$ cat config.mk
export PLATFORM = sky130hd
export DESIGN_NAME = multicycle_control
export DESIGN_NICKNAME = d
export VERILOG_FILES = /design/src/rtl/mips_ctrl_pkg.sv /design/src/rtl/mips_alu_decoder.sv /design/src/rtl/multicycle_control.sv
export SDC_FILE = /design/constraint.sdc
export NUM_CORES = 1
export LEC_CHECK = 0
export ABC_AREA = 1
export BUFFER_PORTS_ARGS = -buffer_cell sky130_fd_sc_hd__clkbuf_2
export CAP_MARGIN = 25
export CORE_ASPECT_RATIO = 0.7
export CORE_MARGIN = 2
export CORE_UTILIZATION = 48
export CTS_CLUSTER_DIAMETER = 120
export DETAILED_ROUTE_END_ITERATION = 16
export GPL_TIMING_DRIVEN = 1
export PLACE_DENSITY = 0.81
export RECOVER_POWER = 100
export SLEW_MARGIN = 20
export SYNTH_ARGS = -nofsm -noshare
export SYNTH_HDL_FRONTEND = slang
export SYNTH_SLANG_ARGS = --single-unit
$ cat constraint.sdc
create_clock -name clk -period 2.2 [get_ports clk]
set_input_delay 0.33 -clock clk [delete_from_list [all_inputs] [get_ports clk]]
set_output_delay 0.33 -clock clk [all_outputs]
set_load 0.01 [all_outputs]
$ cat src/rtl/mips_ctrl_pkg.sv
// Purpose: shared encodings for the multi-cycle MIPS control path (opcodes, functs, ALU/mux selects, FSM states).
// Latency: n/a (declarations only).
// Backpressure: n/a.
// Optional feature macro used by importers: MULTICYCLE_BRANCH_EN (beq/j support).
package mips_ctrl_pkg;

    // Opcodes (instr[31:26])
    localparam logic [5:0] OP_RTYPE = 6'b000000;
    localparam logic [5:0] OP_J     = 6'b000010;
    localparam logic [5:0] OP_BEQ   = 6'b000100;
    localparam logic [5:0] OP_ADDI  = 6'b001000;
    localparam logic [5:0] OP_ANDI  = 6'b001100;
    localparam logic [5:0] OP_LW    = 6'b100011;
    localparam logic [5:0] OP_SW    = 6'b101011;

    // R-type funct codes (instr[5:0])
    localparam logic [5:0] FUNCT_ADD = 6'b100000;
    localparam logic [5:0] FUNCT_AND = 6'b100100;
    localparam logic [5:0] FUNCT_OR  = 6'b100101;

    // ALU operation select
    localparam logic [2:0] ALU_AND = 3'b000;
    localparam logic [2:0] ALU_OR  = 3'b001;
    localparam logic [2:0] ALU_ADD = 3'b010;
    localparam logic [2:0] ALU_SUB = 3'b110;

    // ALU B-operand select
    localparam logic [1:0] SRCB_RT   = 2'b00;
    localparam logic [1:0] SRCB_FOUR = 2'b01;
    localparam logic [1:0] SRCB_SEXT = 2'b10;
    localparam logic [1:0] SRCB_ZEXT = 2'b11;

    // PC source select
    localparam logic [1:0] PCSRC_ALU    = 2'b00;
    localparam logic [1:0] PCSRC_ALUOUT = 2'b01;
    localparam logic [1:0] PCSRC_JUMP   = 2'b10;

    typedef enum logic [3:0] {
        S_RESET  = 4'd0,
        S_FETCH  = 4'd1,
        S_DECODE = 4'd2,
        S_MEMADR = 4'd3,
        S_MEMRD  = 4'd4,
        S_MEMWB  = 4'd5,
        S_MEMWR  = 4'd6,
        S_EXEC   = 4'd7,
        S_RWB    = 4'd8,
        S_IEXEC  = 4'd9,
        S_IWB    = 4'd10,
        S_BEQ    = 4'd11,
        S_JMP    = 4'd12
    } state_t;

    // States that hold a memory request open.
    function automatic logic is_mem_state(input state_t s);
        return (s == S_FETCH) || (s == S_MEMRD) || (s == S_MEMWR);
    endfunction

endpackage

$ cat src/rtl/mips_alu_decoder.sv
// Purpose: map an R-type funct to an ALU operation and flag whether the funct is supported.
// Latency: purely combinational.
// Backpressure: none.
// Ports: funct[5:0] in; alu_ctrl[2:0] out (ALU_* encoding); valid out (1 = add/and/or).
module mips_alu_decoder
    import mips_ctrl_pkg::*;
(
    input  logic [5:0] funct,
    output logic [2:0] alu_ctrl,
    output logic       valid
);

    always_comb begin
        alu_ctrl = ALU_ADD;
        valid    = 1'b0;
        case (funct)
            FUNCT_ADD: begin alu_ctrl = ALU_ADD; valid = 1'b1; end
            FUNCT_AND: begin alu_ctrl = ALU_AND; valid = 1'b1; end
            FUNCT_OR:  begin alu_ctrl = ALU_OR;  valid = 1'b1; end
            default:   begin alu_ctrl = ALU_ADD; valid = 1'b0; end
        endcase
    end

endmodule

$ cat src/rtl/multicycle_control.sv
// Purpose: Moore FSM issuing per-state datapath strobes for a multi-cycle MIPS core (R add/and/or, lw, sw, addi, andi).
// Latency: zero-wait memory -> lw 5 cycles, sw/R/addi/andi 4, illegal 2; each memory wait cycle adds one.
// Backpressure: mem_req held until mem_ready; abort with mem_timeout after TIMEOUT_CYCLES unready cycles.
// Ports: clk, rst_n (async active-low); instr[31:0], mem_ready in;
//        mem_req, mem_we, iord, ir_write, mdr_write, pc_write, pc_write_cond, pc_src[1:0],
//        alu_src_a, alu_src_b[1:0], alu_ctrl[2:0], reg_write, reg_dst, mem_to_reg, illegal, mem_timeout out.
// Build option: define MULTICYCLE_BRANCH_EN to add beq/j; otherwise both decode as illegal.
module multicycle_control
    import mips_ctrl_pkg::*;
#(
    parameter int TIMEOUT_CYCLES = 255,
    parameter int CNT_W          = 8
) (
    input  logic        clk,
    input  logic        rst_n,
    input  logic [31:0] instr,
    input  logic        mem_ready,
    output logic        mem_req,
    output logic        mem_we,
    output logic        iord,
    output logic        ir_write,
    output logic        mdr_write,
    output logic        pc_write,
    output logic        pc_write_cond,
    output logic [1:0]  pc_src,
    output logic        alu_src_a,
    output logic [1:0]  alu_src_b,
    output logic [2:0]  alu_ctrl,
    output logic        reg_write,
    output logic        reg_dst,
    output logic        mem_to_reg,
    output logic        illegal,
    output logic        mem_timeout
);

    state_t           state_q, state_d;
    logic [CNT_W-1:0] wait_cnt_q;
    logic             at_limit;
    logic [5:0]       opcode;
    logic [5:0]       funct;
    logic [2:0]       funct_alu;
    logic             funct_vld;
    logic             unused_instr;

    assign opcode       = instr[31:26];
    assign funct        = instr[5:0];
    assign unused_instr = ^instr[25:6];

    // Last permitted wait cycle; unready here means the access is abandoned.
    assign at_limit = (wait_cnt_q == CNT_W'(TIMEOUT_CYCLES - 1));

    mips_alu_decoder u_alu_dec (
        .funct    (funct),
        .alu_ctrl (funct_alu),
        .valid    (funct_vld)
    );

    always_ff @(posedge clk or negedge rst_n) begin
        if (!rst_n) begin
            state_q <= S_RESET;
        end else begin
            state_q <= state_d;
        end
    end

    // Any state change (including a FETCH->FETCH timeout retry) starts the
    // next memory state with a fresh count.
    always_ff @(posedge clk or negedge rst_n) begin
        if (!rst_n) begin
            wait_cnt_q <= '0;
        end else if ((state_d != state_q) || mem_timeout) begin
            wait_cnt_q <= '0;
        end else if (is_mem_state(state_q) && !mem_ready) begin
            wait_cnt_q <= wait_cnt_q + CNT_W'(1);
        end
    end

    always_comb begin
        state_d       = state_q;
        mem_req       = 1'b0;
        mem_we        = 1'b0;
        iord          = 1'b0;
        ir_write      = 1'b0;
        mdr_write     = 1'b0;
        pc_write      = 1'b0;
        pc_write_cond = 1'b0;
        pc_src        = PCSRC_ALU;
        alu_src_a     = 1'b0;
        alu_src_b     = SRCB_RT;
        alu_ctrl      = ALU_AND;
        reg_write     = 1'b0;
        reg_dst       = 1'b0;
        mem_to_reg    = 1'b0;
        illegal       = 1'b0;
        mem_timeout   = 1'b0;

        case (state_q)
            S_RESET: begin
                state_d = S_FETCH;
            end

            S_FETCH: begin
                mem_req   = 1'b1;
                alu_src_b = SRCB_FOUR;
                alu_ctrl  = ALU_ADD;
                if (mem_ready) begin
                    // IR and PC+4 commit only with the data; a timeout refetches the same PC.
                    ir_write = 1'b1;
                    pc_write = 1'b1;
                    state_d  = S_DECODE;
                end else if (at_limit) begin
                    mem_timeout = 1'b1;
                    state_d     = S_FETCH;
                end
            end

            S_DECODE: begin
`ifdef MULTICYCLE_BRANCH_EN
                // Speculatively form PC + (imm<<2) so BEQ can use it from ALUOut.
                alu_src_b = SRCB_SEXT;
                alu_ctrl  = ALU_ADD;
`endif
                case (opcode)
                    OP_RTYPE: begin
                        if (funct_vld) begin
                            state_d = S_EXEC;
                        end else begin
                            illegal = 1'b1;
                            state_d = S_FETCH;
                        end
                    end
                    OP_LW, OP_SW:     state_d = S_MEMADR;
                    OP_ADDI, OP_ANDI: state_d = S_IEXEC;
`ifdef MULTICYCLE_BRANCH_EN
                    OP_BEQ:           state_d = S_BEQ;
                    OP_J:             state_d = S_JMP;
`endif
                    default: begin
                        illegal = 1'b1;
                        state_d = S_FETCH;
                    end
                endcase
            end

            S_MEMADR: begin
                alu_src_a = 1'b1;
                alu_src_b = SRCB_SEXT;
                alu_ctrl  = ALU_ADD;
                state_d   = (opcode == OP_LW) ? S_MEMRD : S_MEMWR;
            end

            S_MEMRD: begin
                mem_req = 1'b1;
                iord    = 1'b1;
                if (mem_ready) begin
                    mdr_write = 1'b1;
                    state_d   = S_MEMWB;
                end else if (at_limit) begin
                    mem_timeout = 1'b1;
                    state_d     = S_FETCH;
                end
            end

            S_MEMWB: begin
                reg_write  = 1'b1;
                mem_to_reg = 1'b1;
                state_d    = S_FETCH;
            end

            S_MEMWR: begin
                mem_req = 1'b1;
                mem_we  = 1'b1;
                iord    = 1'b1;
                if (mem_ready) begin
                    state_d = S_FETCH;
                end else if (at_limit) begin
                    mem_timeout = 1'b1;
                    state_d     = S_FETCH;
                end
            end

            S_EXEC: begin
                alu_src_a = 1'b1;
                alu_src_b = SRCB_RT;
                alu_ctrl  = funct_alu;
                state_d   = S_RWB;
            end

            S_RWB: begin
                reg_write = 1'b1;
                reg_dst   = 1'b1;
                state_d   = S_FETCH;
            end

            S_IEXEC: begin
                alu_src_a = 1'b1;
                if (opcode == OP_ANDI) begin
                    alu_src_b = SRCB_ZEXT;
                    alu_ctrl  = ALU_AND;
                end else begin
                    alu_src_b = SRCB_SEXT;
                    alu_ctrl  = ALU_ADD;
                end
                state_d = S_IWB;
            end

            S_IWB: begin
                reg_write = 1'b1;
                state_d   = S_FETCH;
            end

`ifdef MULTICYCLE_BRANCH_EN
            S_BEQ: begin
                alu_src_a     = 1'b1;
                alu_src_b     = SRCB_RT;
                alu_ctrl      = ALU_SUB;
                pc_write_cond = 1'b1;
                pc_src        = PCSRC_ALUOUT;
                state_d       = S_FETCH;
            end

            S_JMP: begin
                pc_write = 1'b1;
                pc_src   = PCSRC_JUMP;
                state_d  = S_FETCH;
            end
`endif

            default: begin
                state_d = S_FETCH;
            end
        endcase
    end

endmodule

## Word level (Yosys, flattened, before mapping)

Index checks and enable logic that the tools add are counted.

- Bits in latches: 0
- ROM bits: 0
- Logic and storage cells: 70
- RAM bits: 0
- Bits in registers: 12
- Output and inout port bits: 20
- Memories: 0

- Shift operators: 0
- Reductions and logical operators: 16
- $mul: 0
- Mux-type cells: 32
- Add/subtract/negate cells: 1
- Equal/unequal tests: 19
- Div/mod/pow operators: 0
- Bitwise gates (word level): 0
- $lt $le $gt $ge: 0

Operators with widths:

| kind | number |
|---|---|
| == test 6 bit (second input constant) | 5 |
| one-hot mux 4 bit (7 select lines) | 1 |
| two-way mux 1 bit | 17 |
| == test 4 x 3 -> 1 bit (second input constant) | 4 |
| two-way mux 4 bit | 4 |
| two-way mux 8 bit | 2 |
| == test 4 bit (second input constant) | 3 |
| == test 6 x 4 -> 1 bit (second input constant) | 2 |
| one-hot mux 4 bit (3 select lines) | 1 |
| OR reduction 3 bit | 4 |
| one-hot mux 3 bit (3 select lines) | 1 |
| adder 8 x 1 -> 8 bit (second input constant) | 1 |
| == test 4 x 2 -> 1 bit (second input constant) | 2 |
| == test 8 bit (second input constant) | 1 |
| OR reduction 2 bit | 4 |
| zero test 6 bit | 1 |
| one-hot mux 2 bit (3 select lines) | 1 |
| == test 4 x 1 -> 1 bit (second input constant) | 1 |
| two-way mux 2 bit | 2 |
| != test 4 bit | 1 |
| one-hot mux 2 bit (2 select lines) | 1 |
| OR reduction 4 bit | 1 |
| logical OR 1 bit | 3 |
| two-way mux 3 bit | 1 |
| other kinds (4) | 4 |

## Depth between registers and ports, before layout

- Depth after elaboration: 9
- Mapped depth: 13
- Gate-level depth less buffers: 13

## By module

From an unflattened synthesis, not the netlist that was laid out.

- Cell total of the unflattened synthesis: 165
- Area, all modules: 1,057.3 um^2

Modules (own cells, without submodules):

| module | area each (um^2) | sequential area each (um^2) | cells each | times used |
|---|---|---|---|---|
| multicycle_control | 987.2 | 300.3 | 149 | 1 |
| mips_alu_decoder | 70.1 | 0.0 | 16 | 1 |

## Worst setup path before layout

Ideal clock, no wire load.

- Path type: register to register
- From: register state_q[0]
- To: register wait_cnt_q[0]
- Clock period less this slack: 1,547 ps
- Arrival: 1,474 ps
- Setup time: 73 ps
- Slack: 653 ps
- Required time: 2,127 ps
- Stages on the path, launching flop included: 11
- Buffers on the path: 1
- Path through: dfrtp_1 > buf_4 > inv_2 > nand2_1 > nor2_1 > nand3_1 > nand2_1 > nor2_1 > a21boi_1 > nand3_2 > nor2_1

- Word-level cells in the longest chain between the ends: 6
- Elaborated cells between the ends (all ways): 21
- Those cells by class: eq/ne: 8; mux: 7; reduce/logical: 6

Ends and longest elaborated chain:

| what | line | source |
|---|---|---|
| from (decl) | multicycle_control.sv:36 | `state_t state_q, state_d;` |
| from (signal assigned) | multicycle_control.sv:62 | `state_q <= state_d;` |
| two-way mux 4 bit | multicycle_control.sv:111, multicycle_control.sv:158, multicycle_control.sv:176 |  |
| two-way mux 4 bit, on equally long branches | multicycle_control.sv:174, multicycle_control.sv:106, multicycle_control.sv:155 |  |
| one-hot mux 4 bit (7 select lines) | multicycle_control.sv:97 | `case (state_q)` |
| != test 4 bit | multicycle_control.sv:71 | `end else if ((state_d != state_q) \|\| mem_timeout) begin` |
| logical OR 1 bit | multicycle_control.sv:71 |  |
| two-way mux 8 bit / nonzero test 2 bit (equally long branches) | n/a |  |
| to (signal assigned) | multicycle_control.sv:74 | `wait_cnt_q <= wait_cnt_q + CNT_W'(1);` |
| to (decl) | multicycle_control.sv:37 | `logic [CNT_W-1:0] wait_cnt_q;` |

Several ways; a longest one is shown, not always the timed one.
A chain may end at the register's enable or synchronous reset.

## Final worst setup path

- From: register state_q[3]
- To: output mem_timeout

- Word-level cells in the longest chain between the ends: 3
- Elaborated cells between the ends (all ways): 5
- Those cells by class: eq/ne: 3; mux: 1; reduce/logical: 1

Ends and longest elaborated chain:

| what | line | source |
|---|---|---|
| == test 4 x 1 -> 1 bit / == test 4 x 3 -> 1 bit (equally long branches) | multicycle_control.sv:97 |  |
| OR reduction 3 bit (no source line) (*) | n/a |  |
| two-way mux 1 bit (*) | n/a |  |
| to (decl) | multicycle_control.sv:33 | `output logic mem_timeout` |

Every way passes the cells marked *; elsewhere a longest branch is shown, timed or not.

==> flow_summary.yaml <==
layout:
  instances_no_fill: 240
  area_growth_syn_to_layout_pct: 14.7
  fill_cells: 215
  multi_input_area_um2: 603
  seq_area_um2: 302
  num-nets-final: 247
  drive_gt1_frac: 0.101
  diodes: 0
floorplan:
  die_area_um2: 2610
  start_util: 0.501
  dieHeight_um: 43.3
  core_area_um2: 2120
  rows: 14
  ios: 55
  die_w_um: 60.2
power_and_ir_drop:
  p_sw_frac: 0.532
  p_int_uw: 573
  netSwitchingPower_uw: 652
  power_mw: 1.22
  combPwrFrac: 0.623
  ir_drop_mv: 0.326
  p_per_area_nw_per_um2: 1010
  p_leak_nw: 0.674
  power_frac_clock: 0.103
  power_frac_seq: 0.274
setup_path:
  crit_end: "mem_timeout"
  r2r_start: "state_q[2]"
  start_kind: "flip-flop"
  crit_path_max_incr_delay_ns: 0.44
  reg2reg_to: "wait_cnt_q[1]"
  cp.required_ns: 1.87
  cp_data_arrival_time_ns: 1.73
  path_max_fanout: 6
  cp-end-kind: "primary output"
  critPathSlowestCell: "dfrtp_1"
  critical_path_class: "flip-flop to primary output"
  crit_start: "state_q[3]"
  crit_path_frequent_cell: "nand2_1"
  r2r_slack_ns: 0.22
  worstPathCellList: "nor2_1 -> nand2_1 -> a21oi_1 -> nand2_1 -> inv_1 -> clkbuf_2"
  r2r_cells: 11
logic_synthesis:
  ys_types: 25
  yosysTopAreaCellShare: 0.283
  yosys_register_bits: 12
  ys_warn_count: 0
  yosysTopAreaCell: "dfrtp_1"
  syn_inst: 177
  netlist_area_um2: 1060
  syn_avg_cell_area_um2: 5.99
  synth_area_leaders: "dfrtp_1, nand2_1, nor2_1"
  ys_seq_area_frac: 0.283
placement:
  post-place-ws_ns: 0.390
  place.gp.congestion: 0.899
  place_inst: 236
  place_hpwl_um: 1890
  port_buffers: 30
sta:
  rsz0062_at_grt: "false"
  hold_viol: 0
  period_share: 0.937
  relSlewSlack: 0.595
  finalSetupViolations: 0
  max_freq_mhz: 485
  fin_worst_skew_ns: 0.00804
  fin_crit_ns: 2.06
  max_slew.worst_pin.slew_ns: 0.607
  tns_ns: 0
  fin_ws_ns: 0.138
  maxSlewViolCount: 0
clock_network:
  cts_tree: "yes"
  clockBufferDepth: 2
  cts_buffers: 3
  clock_latency_ns: 0.27
  h-tree-depth: 1
  cts_root_buf: "clkbuf_4"
  path_clk_slew_ns: 0.07
  clock_sinks: 12
routing:
  routed_wl_um: 2300
  avgRoutedWirePerCell_um: 9.60
  first_iter_violations: 105
  remaining_drc_errors: 0
  drt_pass1_iterations: 4
  vias: 1161
  postRouteAntennaNets: 0
  routed_via_density: 4.84
grt:
  overflow: 0
  grt_max_degree: 13
  antenna_found_initial: 0
  first_global_vias: 940
  grt_first_pass_wirelength_um: 3930
  grt.total_usage: 0.199
worst_hold_path:
  hp-class: "input pin to flip-flop"
run_status:
  status: "completed"
job:
  maxCapViolCount: 0
[sequential cells by signal, summed over array words and instances, names as in the netlist]
| signal | flops |
|---|---|
| wait_cnt_q | 8 |
| state_q | 4 |
[power groups by stage]
stage	combinational (mW)	clock (mW)	sequential, mW
5_1_grt	0.864	0.137	0.341
3_3_place_gp	0.803	0	0.334
3_5_place_dp	0.813	0	0.335
6_report	0.763	0.127	0.335
4_1_cts	0.818	0.133	0.331
2_1_floorplan	0.624	0	0.305
[cell usage in the layout, fill, tap and decap left out, drive strengths merged, types with 3 or more instances in the layout]
master,netlist,layout
conb,1,4
xor2,4,4
inv,29,29
clkbuf,0,33
dfrtp,12,12
nor2,38,38
a21oi,3,3
nand3,14,14
o21ai,3,3
nand2,52,52
[what timing repair did]
item / 4_1_cts / 5_1_grt
gates resized for setup: 0 / 1
buffers inserted: 0 / 0
hold buffers: 1 / 0
setup endpoints to repair: 0 / 1
endpoints found under the hold margin: 12 / 0
[Yosys cell counts]
cell type	instances
nor4_1	1
o211ai_1	2
inv_1	28
buf_4	6
o21ai_1	2
nand3_1	12
nor3_1	1
ha_1	2
nand3_2	2
o21ai_0	1
o31ai_1	2
or2_2	1
a21oi_1	3
nor2_2	2
dfrtp_1	12
xor2_1	4
o22ai_1	1
nor2_1	36
inv_2	1
a21boi_1	1
o21bai_1	1
nand2_1	52
xnor2_1	1
conb_1	1
nand4_1	2
[per-stage QoR]
step / hold WS [ns] / util / instance area [µm²]
CTS: 0.384 / 0.590 / 1250
finish: 0.403 / 0.574 / 1220
global placement: 0.222 / 0.574 / 1220
detailed placement: 0.223 / 0.574 / 1220
global route: 0.424 / 0.574 / 1220
floorplan: 0.0344 / - / 1070
[final cells by class]
type,count,area share
Clock buffer,3,0.0185
Inverter,29,0.0894
Multi-Input combinational cell,133,0.495
Tap cell,32,0.0329
Timing Repair Buffer,31,0.116
Sequential cell,12,0.248
[metal layers]
| metal | GRT usage | vias to the layer above | share of wire |
|---|---|---|---|
| met5 | 0 | - | 0 |
| met4 | 0.0356 | 0 | 0.0078 |
| met3 | 0.0657 | 4 | 0.081 |
| met2 | 0.263 | 55 | 0.40 |
| met1 | 0.316 | 504 | 0.51 |
| li1 | - | 598 | - |
[worst min path at each step]
stage | startpoint | slack [ns] | cells past startpoint | endpoint
2_1_floorplan | rst_n | 0.03 | 0 | state_q[0]
5_1_grt | instr[29] | 0.42 | 3 | state_q[3]
3_3_place_gp | rst_n | 0.22 | 1 | wait_cnt_q[5]
6_report | instr[29] | 0.40 | 3 | state_q[3]
3_5_place_dp | rst_n | 0.22 | 1 | wait_cnt_q[5]
4_1_cts | instr[29] | 0.38 | 3 | state_q[3]
[cell families after synthesis]
| kind of cell | count (synthesis) | share of synthesized area |
|---|---|---|
| flip-flops | 12 | 0.283 |
| other | 1 | 0.00353 |
| AND/OR/NAND/NOR | 109 | 0.427 |
| XOR/XNOR | 5 | 0.0413 |
| AO/OA/AOI/OAI | 13 | 0.0766 |
| adder cells (fa/ha/maj) | 2 | 0.0236 |
| buffers and inverters | 35 | 0.145 |
[worst max-delay path, delay by kind of cell (launching register included)]
kind                   cells  cell delay, ns
buffers and inverters      2            0.19
flip-flops                 1            0.44
AO/OA/AOI/OAI              1            0.28
AND/OR/NAND/NOR            3            0.56
Note: power is estimated with default switching activity, not from simulation.
